===== config.mk =====
export PLATFORM = sky130hd
export DESIGN_NAME = lsu_ctrl
export DESIGN_NICKNAME = d
export VERILOG_FILES = /design/src/rtl/lsu_ctrl.sv
export SDC_FILE = /design/constraint.sdc
export NUM_CORES = 1
export LEC_CHECK = 0
export ABC_AREA = 1
export CORE_UTILIZATION = 45
export DETAILED_ROUTE_END_ITERATION = 12
export GPL_ROUTABILITY_DRIVEN = 0
export PLACE_DENSITY_LB_ADDON = 0.25
export SYNTH_ARGS = -nofsm -noshare
export SYNTH_HDL_FRONTEND = slang
export SYNTH_SLANG_ARGS = --single-unit
export TNS_END_PERCENT = 20

===== constraint.sdc =====
create_clock -name clk -period 4.7 [get_ports clk]
set_clock_uncertainty 0.15 [all_clocks]
set_input_delay 1.175 -clock clk [delete_from_list [all_inputs] [get_ports clk]]
set_output_delay 1.175 -clock clk [all_outputs]
set_load 0.02 [all_outputs]

===== src/rtl/lsu_ctrl.sv =====
// lsu_ctrl: load/store unit controller between the pipeline and a byte-addressed data memory.
// Each request is checked on acceptance. A faulting request goes straight to RESP. A legal one
// spends exactly one cycle in ACCESS, driving the memory, and then enters RESP.
//
// Ports
//   clk, rst          : single clock, asynchronous active-high reset
//   req_*             : request handshake (valid/ready), store flag, RV32I funct3, address, store data
//   rsp_*             : response handshake (valid/ready), load data, error code
//                       (00 ok, 01 misaligned, 10 out of range, 11 illegal funct3)
//   dmem_addr         : byte address of the access
//   dmem_wr_data      : store data, unshifted (the memory takes the low bytes)
//   dmem_mask         : access size: 001 byte, 011 half, 111 word
//   dmem_rd, dmem_wr  : access strobes, high only in ACCESS
//   dmem_rdata        : aligned 32-bit word holding dmem_addr, returned combinationally
//   load_cnt, store_cnt, fault_cnt : saturating event counters, present only when
//                       LSU_PERF_CNT_EN is defined
//
// The dmem_*, req_ready and rsp_valid outputs are decoded from the state register. An
// asynchronous reset therefore clears them at once, including a pending falling-edge write.
module lsu_ctrl #(
    parameter int unsigned MEM_BYTES = 256
) (
    input  logic        clk,
    input  logic        rst,
    input  logic        req_valid,
    output logic        req_ready,
    input  logic        req_we,
    input  logic [2:0]  req_funct3,
    input  logic [31:0] req_addr,
    input  logic [31:0] req_wdata,
    output logic        rsp_valid,
    input  logic        rsp_ready,
    output logic [31:0] rsp_rdata,
    output logic [1:0]  rsp_err,
    output logic [31:0] dmem_addr,
    output logic [31:0] dmem_wr_data,
    output logic        dmem_wr,
    output logic        dmem_rd,
    output logic [2:0]  dmem_mask,
    input  logic [31:0] dmem_rdata
`ifdef LSU_PERF_CNT_EN
    ,
    output logic [15:0] load_cnt,
    output logic [15:0] store_cnt,
    output logic [15:0] fault_cnt
`endif
);

    localparam int unsigned ADDR_W = 32;
    localparam logic [ADDR_W:0] MEM_LIMIT = (ADDR_W + 1)'(MEM_BYTES);

    localparam logic [1:0] ERR_OK       = 2'b00;
    localparam logic [1:0] ERR_MISALIGN = 2'b01;
    localparam logic [1:0] ERR_RANGE    = 2'b10;
    localparam logic [1:0] ERR_FUNCT3   = 2'b11;

    typedef enum logic [1:0] {
        IDLE   = 2'b00,
        ACCESS = 2'b01,
        RESP   = 2'b10
    } state_t;

    state_t state, state_nxt;

    logic        we_q;
    logic [2:0]  funct3_q;
    logic [31:0] addr_q;
    logic [31:0] wdata_q;

    logic            accept;
    logic            acc_illegal;
    logic            acc_misaligned;
    logic            acc_range;
    logic [2:0]      acc_size;
    logic [ADDR_W:0] acc_end;
    logic [1:0]      acc_err;
    logic [31:0]     rd_shift;
    logic [31:0]     load_data;

    assign accept = (state == IDLE) && req_valid;

    // Request checks on the incoming fields. The end address is one bit wider, so a
    // request near the top of the 32-bit space cannot wrap round into range.
    always_comb begin
        acc_illegal = 1'b0;
        acc_size    = 3'd1;
        case (req_funct3)
            3'b000, 3'b100: acc_size = 3'd1;
            3'b001, 3'b101: acc_size = 3'd2;
            3'b010:         acc_size = 3'd4;
            default:        acc_illegal = 1'b1;
        endcase
        if (req_we && req_funct3[2]) begin
            acc_illegal = 1'b1;
        end
        acc_misaligned = ((acc_size == 3'd2) && req_addr[0])
                      || ((acc_size == 3'd4) && (req_addr[1:0] != 2'b00));
        acc_end   = {1'b0, req_addr} + (ADDR_W + 1)'(acc_size);
        acc_range = acc_end > MEM_LIMIT;
        if (acc_illegal) begin
            acc_err = ERR_FUNCT3;
        end else if (acc_misaligned) begin
            acc_err = ERR_MISALIGN;
        end else if (acc_range) begin
            acc_err = ERR_RANGE;
        end else begin
            acc_err = ERR_OK;
        end
    end

    // Select the addressed lane out of the aligned word, then sign- or zero-extend it.
    always_comb begin
        rd_shift = dmem_rdata >> {addr_q[1:0], 3'b000};
        case (funct3_q)
            3'b000:  load_data = {{24{rd_shift[7]}}, rd_shift[7:0]};
            3'b100:  load_data = {24'h000000, rd_shift[7:0]};
            3'b001:  load_data = {{16{rd_shift[15]}}, rd_shift[15:0]};
            3'b101:  load_data = {16'h0000, rd_shift[15:0]};
            default: load_data = rd_shift;
        endcase
    end

    // State register.
    always_ff @(posedge clk or posedge rst) begin
        if (rst) begin
            state <= IDLE;
        end else begin
            state <= state_nxt;
        end
    end

    // Next state and state-decoded outputs.
    always_comb begin
        state_nxt    = state;
        req_ready    = 1'b0;
        rsp_valid    = 1'b0;
        dmem_addr    = 32'h0;
        dmem_wr_data = 32'h0;
        dmem_wr      = 1'b0;
        dmem_rd      = 1'b0;
        dmem_mask    = 3'b000;
        case (state)
            IDLE: begin
                req_ready = 1'b1;
                if (req_valid) begin
                    state_nxt = (acc_err != ERR_OK) ? RESP : ACCESS;
                end
            end
            ACCESS: begin
                dmem_addr    = addr_q;
                dmem_wr_data = wdata_q;
                dmem_wr      = we_q;
                dmem_rd      = !we_q;
                case (funct3_q[1:0])
                    2'b00:   dmem_mask = 3'b001;
                    2'b01:   dmem_mask = 3'b011;
                    default: dmem_mask = 3'b111;
                endcase
                state_nxt = RESP;
            end
            RESP: begin
                rsp_valid = 1'b1;
                if (rsp_ready) begin
                    state_nxt = IDLE;
                end
            end
            default: state_nxt = IDLE;
        endcase
    end

    // Request capture and response data. rsp_rdata starts at zero on acceptance and is
    // overwritten only by a load leaving ACCESS.
    always_ff @(posedge clk or posedge rst) begin
        if (rst) begin
            we_q      <= 1'b0;
            funct3_q  <= 3'b000;
            addr_q    <= 32'h0;
            wdata_q   <= 32'h0;
            rsp_rdata <= 32'h0;
            rsp_err   <= ERR_OK;
        end else if (accept) begin
            we_q      <= req_we;
            funct3_q  <= req_funct3;
            addr_q    <= req_addr;
            wdata_q   <= req_wdata;
            rsp_rdata <= 32'h0;
            rsp_err   <= acc_err;
        end else if ((state == ACCESS) && !we_q) begin
            rsp_rdata <= load_data;
        end
    end

`ifdef LSU_PERF_CNT_EN
    // Count events as they enter RESP: faults from IDLE, good loads and stores from ACCESS.
    always_ff @(posedge clk or posedge rst) begin
        if (rst) begin
            load_cnt  <= 16'h0;
            store_cnt <= 16'h0;
            fault_cnt <= 16'h0;
        end else begin
            if (accept && (acc_err != ERR_OK) && (fault_cnt != 16'hFFFF)) begin
                fault_cnt <= fault_cnt + 16'd1;
            end
            if ((state == ACCESS) && !we_q && (load_cnt != 16'hFFFF)) begin
                load_cnt <= load_cnt + 16'd1;
            end
            if ((state == ACCESS) && we_q && (store_cnt != 16'hFFFF)) begin
                store_cnt <= store_cnt + 16'd1;
            end
        end
    end
`endif

endmodule


==> impl_metrics.xml <==
<?xml version="1.0" encoding="UTF-8"?>
<metrics>
  <group name="outcome">
    <metric name="outcome" unit="">complete, no violations</metric>
  </group>
  <group name="logic_synthesis">
    <metric name="async_reset_ff_frac" unit="">1.000</metric>
    <metric name="netlist-cell-type-count" unit="">32</metric>
    <metric name="yosysSeqAreaShare" unit="">0.4089</metric>
    <metric name="largest_cells_by_area_after_synthesis" unit="">sky130_fd_sc_hd__dfrtp_1, sky130_fd_sc_hd__nand2_1, sky130_fd_sc_hd__o21ai_0</metric>
    <metric name="yosys_most_used_dff" unit="">sky130_fd_sc_hd__dfrtp_1</metric>
    <metric name="synth_area_per_cell" unit="um^2">6.596</metric>
    <metric name="synth_area_leader_cell" unit="">sky130_fd_sc_hd__dfrtp_1</metric>
    <metric name="yosys_warnings" unit="">0</metric>
    <metric name="mappedNetlistArea" unit="um^2">6365</metric>
    <metric name="postSynthNetCount" unit="">1073</metric>
    <metric name="post_synth_inst_count" unit="">965</metric>
    <metric name="synth_edf_count" unit="">0</metric>
    <metric name="proportion_of_netlist_area_held_by_the_largest_area_contributor" unit="">0.4089</metric>
    <metric name="synth_seq_cells" unit="">104</metric>
  </group>
  <group name="routing">
    <metric name="post_drt_via_cell_ratio" unit="">5.067</metric>
    <metric name="vias" unit="">6770</metric>
    <metric name="drt.antenna.violating_nets" unit="">0</metric>
    <metric name="drt_first_iter_violations" unit="">569</metric>
    <metric name="drt_pre_antenna_iters" unit="">6</metric>
    <metric name="detail_route.wl_per_cell" unit="um">14.56</metric>
    <metric name="remaining_drc_errors" unit="">0</metric>
    <metric name="routed_wl" unit="um">19450</metric>
  </group>
  <group name="die">
    <metric name="die_w" unit="um">120.9</metric>
    <metric name="fp.dieArea" unit="um^2">14620</metric>
    <metric name="io_pins" unit="">209</metric>
    <metric name="initial_utilization" unit="">0.4603</metric>
    <metric name="floorplan.rows" unit="">43</metric>
    <metric name="core_region_area" unit="um^2">13830</metric>
    <metric name="die_height" unit="um">120.9</metric>
  </group>
  <group name="sta">
    <metric name="hold_violations" unit="">0</metric>
    <metric name="maxClockFrequency" unit="MHz">251.6</metric>
    <metric name="finalSetupViolCount" unit="">0</metric>
    <metric name="whs" unit="ns">0.3383</metric>
    <metric name="maxSlewViolCount" unit="">0</metric>
    <metric name="worst_slew_margin_rel" unit="">0.3199</metric>
    <metric name="max_slew.worst_pin.slew" unit="ns">1.019</metric>
    <metric name="setup_tns" unit="ns">0</metric>
    <metric name="finalCriticalPeriod" unit="ns">3.975</metric>
    <metric name="rsz_0062_raised_after_global_routing" unit="">no</metric>
    <metric name="final_min_period_over_clock_period" unit="">0.8457</metric>
  </group>
  <group name="worst_setup_path">
    <metric name="r2r.worst_path.cells" unit="">7</metric>
    <metric name="worst-endpoint-arrival" unit="ns">4.08</metric>
    <metric name="setup.reg_to_reg.worst_slack" unit="ns">1.75</metric>
    <metric name="worstPathMaxFanout" unit="">10</metric>
    <metric name="required" unit="ns">4.81</metric>
    <metric name="crit_type" unit="">in2reg</metric>
    <metric name="critical_path.endpoint_type" unit="">flop</metric>
    <metric name="timing.rr.start" unit="">addr_q[0]$_DFFE_PP0P_</metric>
    <metric name="worstSetupStartpointType" unit="">input pin</metric>
    <metric name="r2r_end" unit="">rsp_rdata[23]$_DFFE_PP0P_</metric>
  </group>
  <group name="finish">
    <metric name="most-common-layout-cells" unit="">sky130_fd_sc_hd__nand2_1, sky130_fd_sc_hd__clkdlybuf4s50_1, sky130_fd_sc_hd__nor2_1</metric>
    <metric name="final_common_cell" unit="">sky130_fd_sc_hd__nand2_1</metric>
    <metric name="antenna_cells_inserted" unit="">0</metric>
    <metric name="nNetsFinal" unit="">1259</metric>
    <metric name="layout-area-overhead-vs-synth" unit="%">39.59</metric>
    <metric name="final_layout_size_suffix_gt1_frac" unit="">0.04325</metric>
    <metric name="fillers" unit="">1255</metric>
  </group>
  <group name="worst_hold_path">
    <metric name="hp-start" unit="">addr_q[10]$_DFFE_PP0P_</metric>
    <metric name="hold_end" unit="">addr_q[10]$_DFFE_PP0P_</metric>
    <metric name="worst_hold_path.num_cells" unit="">2</metric>
    <metric name="hold_path_class" unit="">reg2reg</metric>
  </group>
  <group name="pwr">
    <metric name="switchingPower" unit="uW">802.5</metric>
    <metric name="internal-power" unit="uW">1639</metric>
    <metric name="vdd.ir_drop.worst" unit="mV">0.1732</metric>
    <metric name="clockPowerShare" unit="">0.308</metric>
    <metric name="p_leak" unit="uW">0.004160</metric>
    <metric name="seqPwrFrac" unit="">0.451</metric>
    <metric name="combPwrFrac" unit="">0.241</metric>
    <metric name="swShare" unit="">0.3287</metric>
    <metric name="pwr_density_cell" unit="nW/um^2">274.8</metric>
  </group>
  <group name="clock_network">
    <metric name="cts_post_setup_buffers_inserted" unit="">0</metric>
    <metric name="clock_tree.buffer_depth" unit="">2</metric>
    <metric name="htree_num_levels" unit="">3</metric>
    <metric name="insertion_delay" unit="ns">0.36</metric>
    <metric name="cts_tree" unit="">yes</metric>
    <metric name="cts_made_buffers" unit="">9</metric>
    <metric name="hold_buffers" unit="">0</metric>
    <metric name="path_clk_slew" unit="ns">0.08</metric>
    <metric name="cts_resized" unit="">0</metric>
    <metric name="clock_tree.root_cell" unit="">sky130_fd_sc_hd__clkbuf_16</metric>
    <metric name="tritoncts_num_sinks" unit="">104</metric>
  </group>
  <group name="global_routing">
    <metric name="globalRouteOverflowTotal" unit="">0</metric>
    <metric name="first_pass_grt_wire_length" unit="um">30930</metric>
    <metric name="grtUsageTotal" unit="">0.2729</metric>
    <metric name="first_global_vias" unit="">6230</metric>
    <metric name="grt_antenna_before_repair" unit="">0</metric>
    <metric name="pin_count_of_the_biggest_net_entering_global_routing" unit="">99</metric>
  </group>
  <group name="placement">
    <metric name="hpwlAfterDp" unit="um">14400</metric>
    <metric name="port_buffers" unit="">208</metric>
  </group>
  <group name="flow_run">
    <metric name="drv.max_cap_violation_count" unit="">0</metric>
  </group>
</metrics>
synthesized netlist by cell type, types with 3 or more instances:
| cell | number |
|---|---|
| sky130_fd_sc_hd__nand4_1 | 4 |
| sky130_fd_sc_hd__a21oi_1 | 25 |
| sky130_fd_sc_hd__dfrtp_1 | 104 |
| sky130_fd_sc_hd__nor2_1 | 163 |
| sky130_fd_sc_hd__inv_1 | 134 |
| sky130_fd_sc_hd__xor2_1 | 4 |
| sky130_fd_sc_hd__o21ai_0 | 125 |
| sky130_fd_sc_hd__nand2_1 | 247 |
| sky130_fd_sc_hd__nor3_1 | 3 |
| sky130_fd_sc_hd__ha_1 | 3 |
| sky130_fd_sc_hd__nand2_2 | 3 |
| sky130_fd_sc_hd__a31o_2 | 7 |
| sky130_fd_sc_hd__clkbuf_1 | 35 |
| sky130_fd_sc_hd__nor2_2 | 4 |
| sky130_fd_sc_hd__nand3_1 | 73 |
| sky130_fd_sc_hd__buf_1 | 4 |
| sky130_fd_sc_hd__mux2i_1 | 7 |
power groups by stage:
stage / combinational (uW) / sequential, uW / clock, uW
6_report: 587 / 1100 / 752
5_1_grt: 668 / 1120 / 801
4_1_cts: 587 / 1100 / 762
3_5_place_dp: 583 / 1120 / 0
3_3_place_gp: 573 / 1110 / 0
2_1_floorplan: 389 / 1080 / 0
per-layer routing:
layer | track usage | vias to the layer above | part of all wire
met5 | 0 | - | 0
met4 | 0.1134 | 0 | 0.022
met3 | 0.04934 | 34 | 0.072
met2 | 0.4282 | 274 | 0.46
met1 | 0.3703 | 3071 | 0.45
li1 | - | 3391 | -
layout make-up:
class	instances	area (um^2)	share of cell area
clock buffers	11	252.7	0.02845
clock inverters	5	36.28	0.004084
inverters	137	519.2	0.05844
multi-input cells	681	3079	0.3466
flip-flops and latches	104	2603	0.2929
well taps	180	225.2	0.02535
repair buffers	218	2170	0.2442
critical path: stages:
cell	delay (ns)
sky130_fd_sc_hd__clkdlybuf4s50_1	0.47
sky130_fd_sc_hd__inv_1	0.06
sky130_fd_sc_hd__nor3_1	0.21
sky130_fd_sc_hd__inv_1	0.09
sky130_fd_sc_hd__nand2_1	0.07
sky130_fd_sc_hd__inv_1	0.04
sky130_fd_sc_hd__ha_1	0.22
sky130_fd_sc_hd__fa_1	0.43
sky130_fd_sc_hd__nand3_1	0.12
sky130_fd_sc_hd__nand2_2	0.15
sky130_fd_sc_hd__nand2_1	0.17
sky130_fd_sc_hd__nor2_1	0.07
sky130_fd_sc_hd__xor2_1	0.15
sky130_fd_sc_hd__nor2_1	0.11
sky130_fd_sc_hd__nand3_1	0.08
sky130_fd_sc_hd__nor2_1	0.10
sky130_fd_sc_hd__nand3_1	0.12
sky130_fd_sc_hd__nand2_1	0.08
sky130_fd_sc_hd__nand2_1	0.05
sky130_fd_sc_hd__nand2_1	0.05
sky130_fd_sc_hd__nand2_1	0.04
cells by family (layout without fill, tap and decap cells):
kind of cell    Yosys count  in the layout  synth area share
mux                       7              7           0.01101
fa+ha+maj                 4              4          0.009043
flops                   104            104            0.4089
buf+inv                 180            371            0.1077
simple gates            502            502            0.3200
xor+xnor                  5              5          0.006880
compound gates          163            163            0.1364
worst max-delay path by stage:
| stage | start | to | slack (ns) |
|---|---|---|---|
| final | req_funct3[1] | state[1]$_DFFE_PP0P_ | 0.73 |
| after global routing | req_funct3[1] | state[1]$_DFFE_PP0P_ | 0.39 |
| after CTS | req_funct3[1] | state[1]$_DFFE_PP0P_ | 0.74 |
| after detailed placement | req_funct3[1] | state[1]$_DFFE_PP0P_ | 0.37 |
| after global placement | req_funct3[1] | state[1]$_DFFE_PP0P_ | 0.44 |
| after floorplan | rst | addr_q[0]$_DFFE_PP0P_ | 0.64 |
state kept, by name (all words and copies together), names as in the netlist:
signal,count
addr_q,32
rsp_rdata,32
wdata_q,32
funct3_q,3
rsp_err,2
state,2
we_q,1
per-stage QoR:
step | total power (uW) | area, um^2 | std cells | util | setup slack, ns
finish | 2441 | 8885 | 1336 | 0.6426 | 0.7254
global route | 2586 | 8885 | 1336 | 0.6426 | 0.3865
CTS | 2450 | 8885 | 1336 | 0.6426 | 0.7361
detailed placement | 1700 | 8596 | 1320 | 0.6217 | 0.3694
global placement | 1685 | 8596 | 1320 | 0.6217 | 0.4383
floorplan | 1465 | 6365 | 965 | - | 0.6428
No activity file was read; power rests on OpenSTA's default activity.
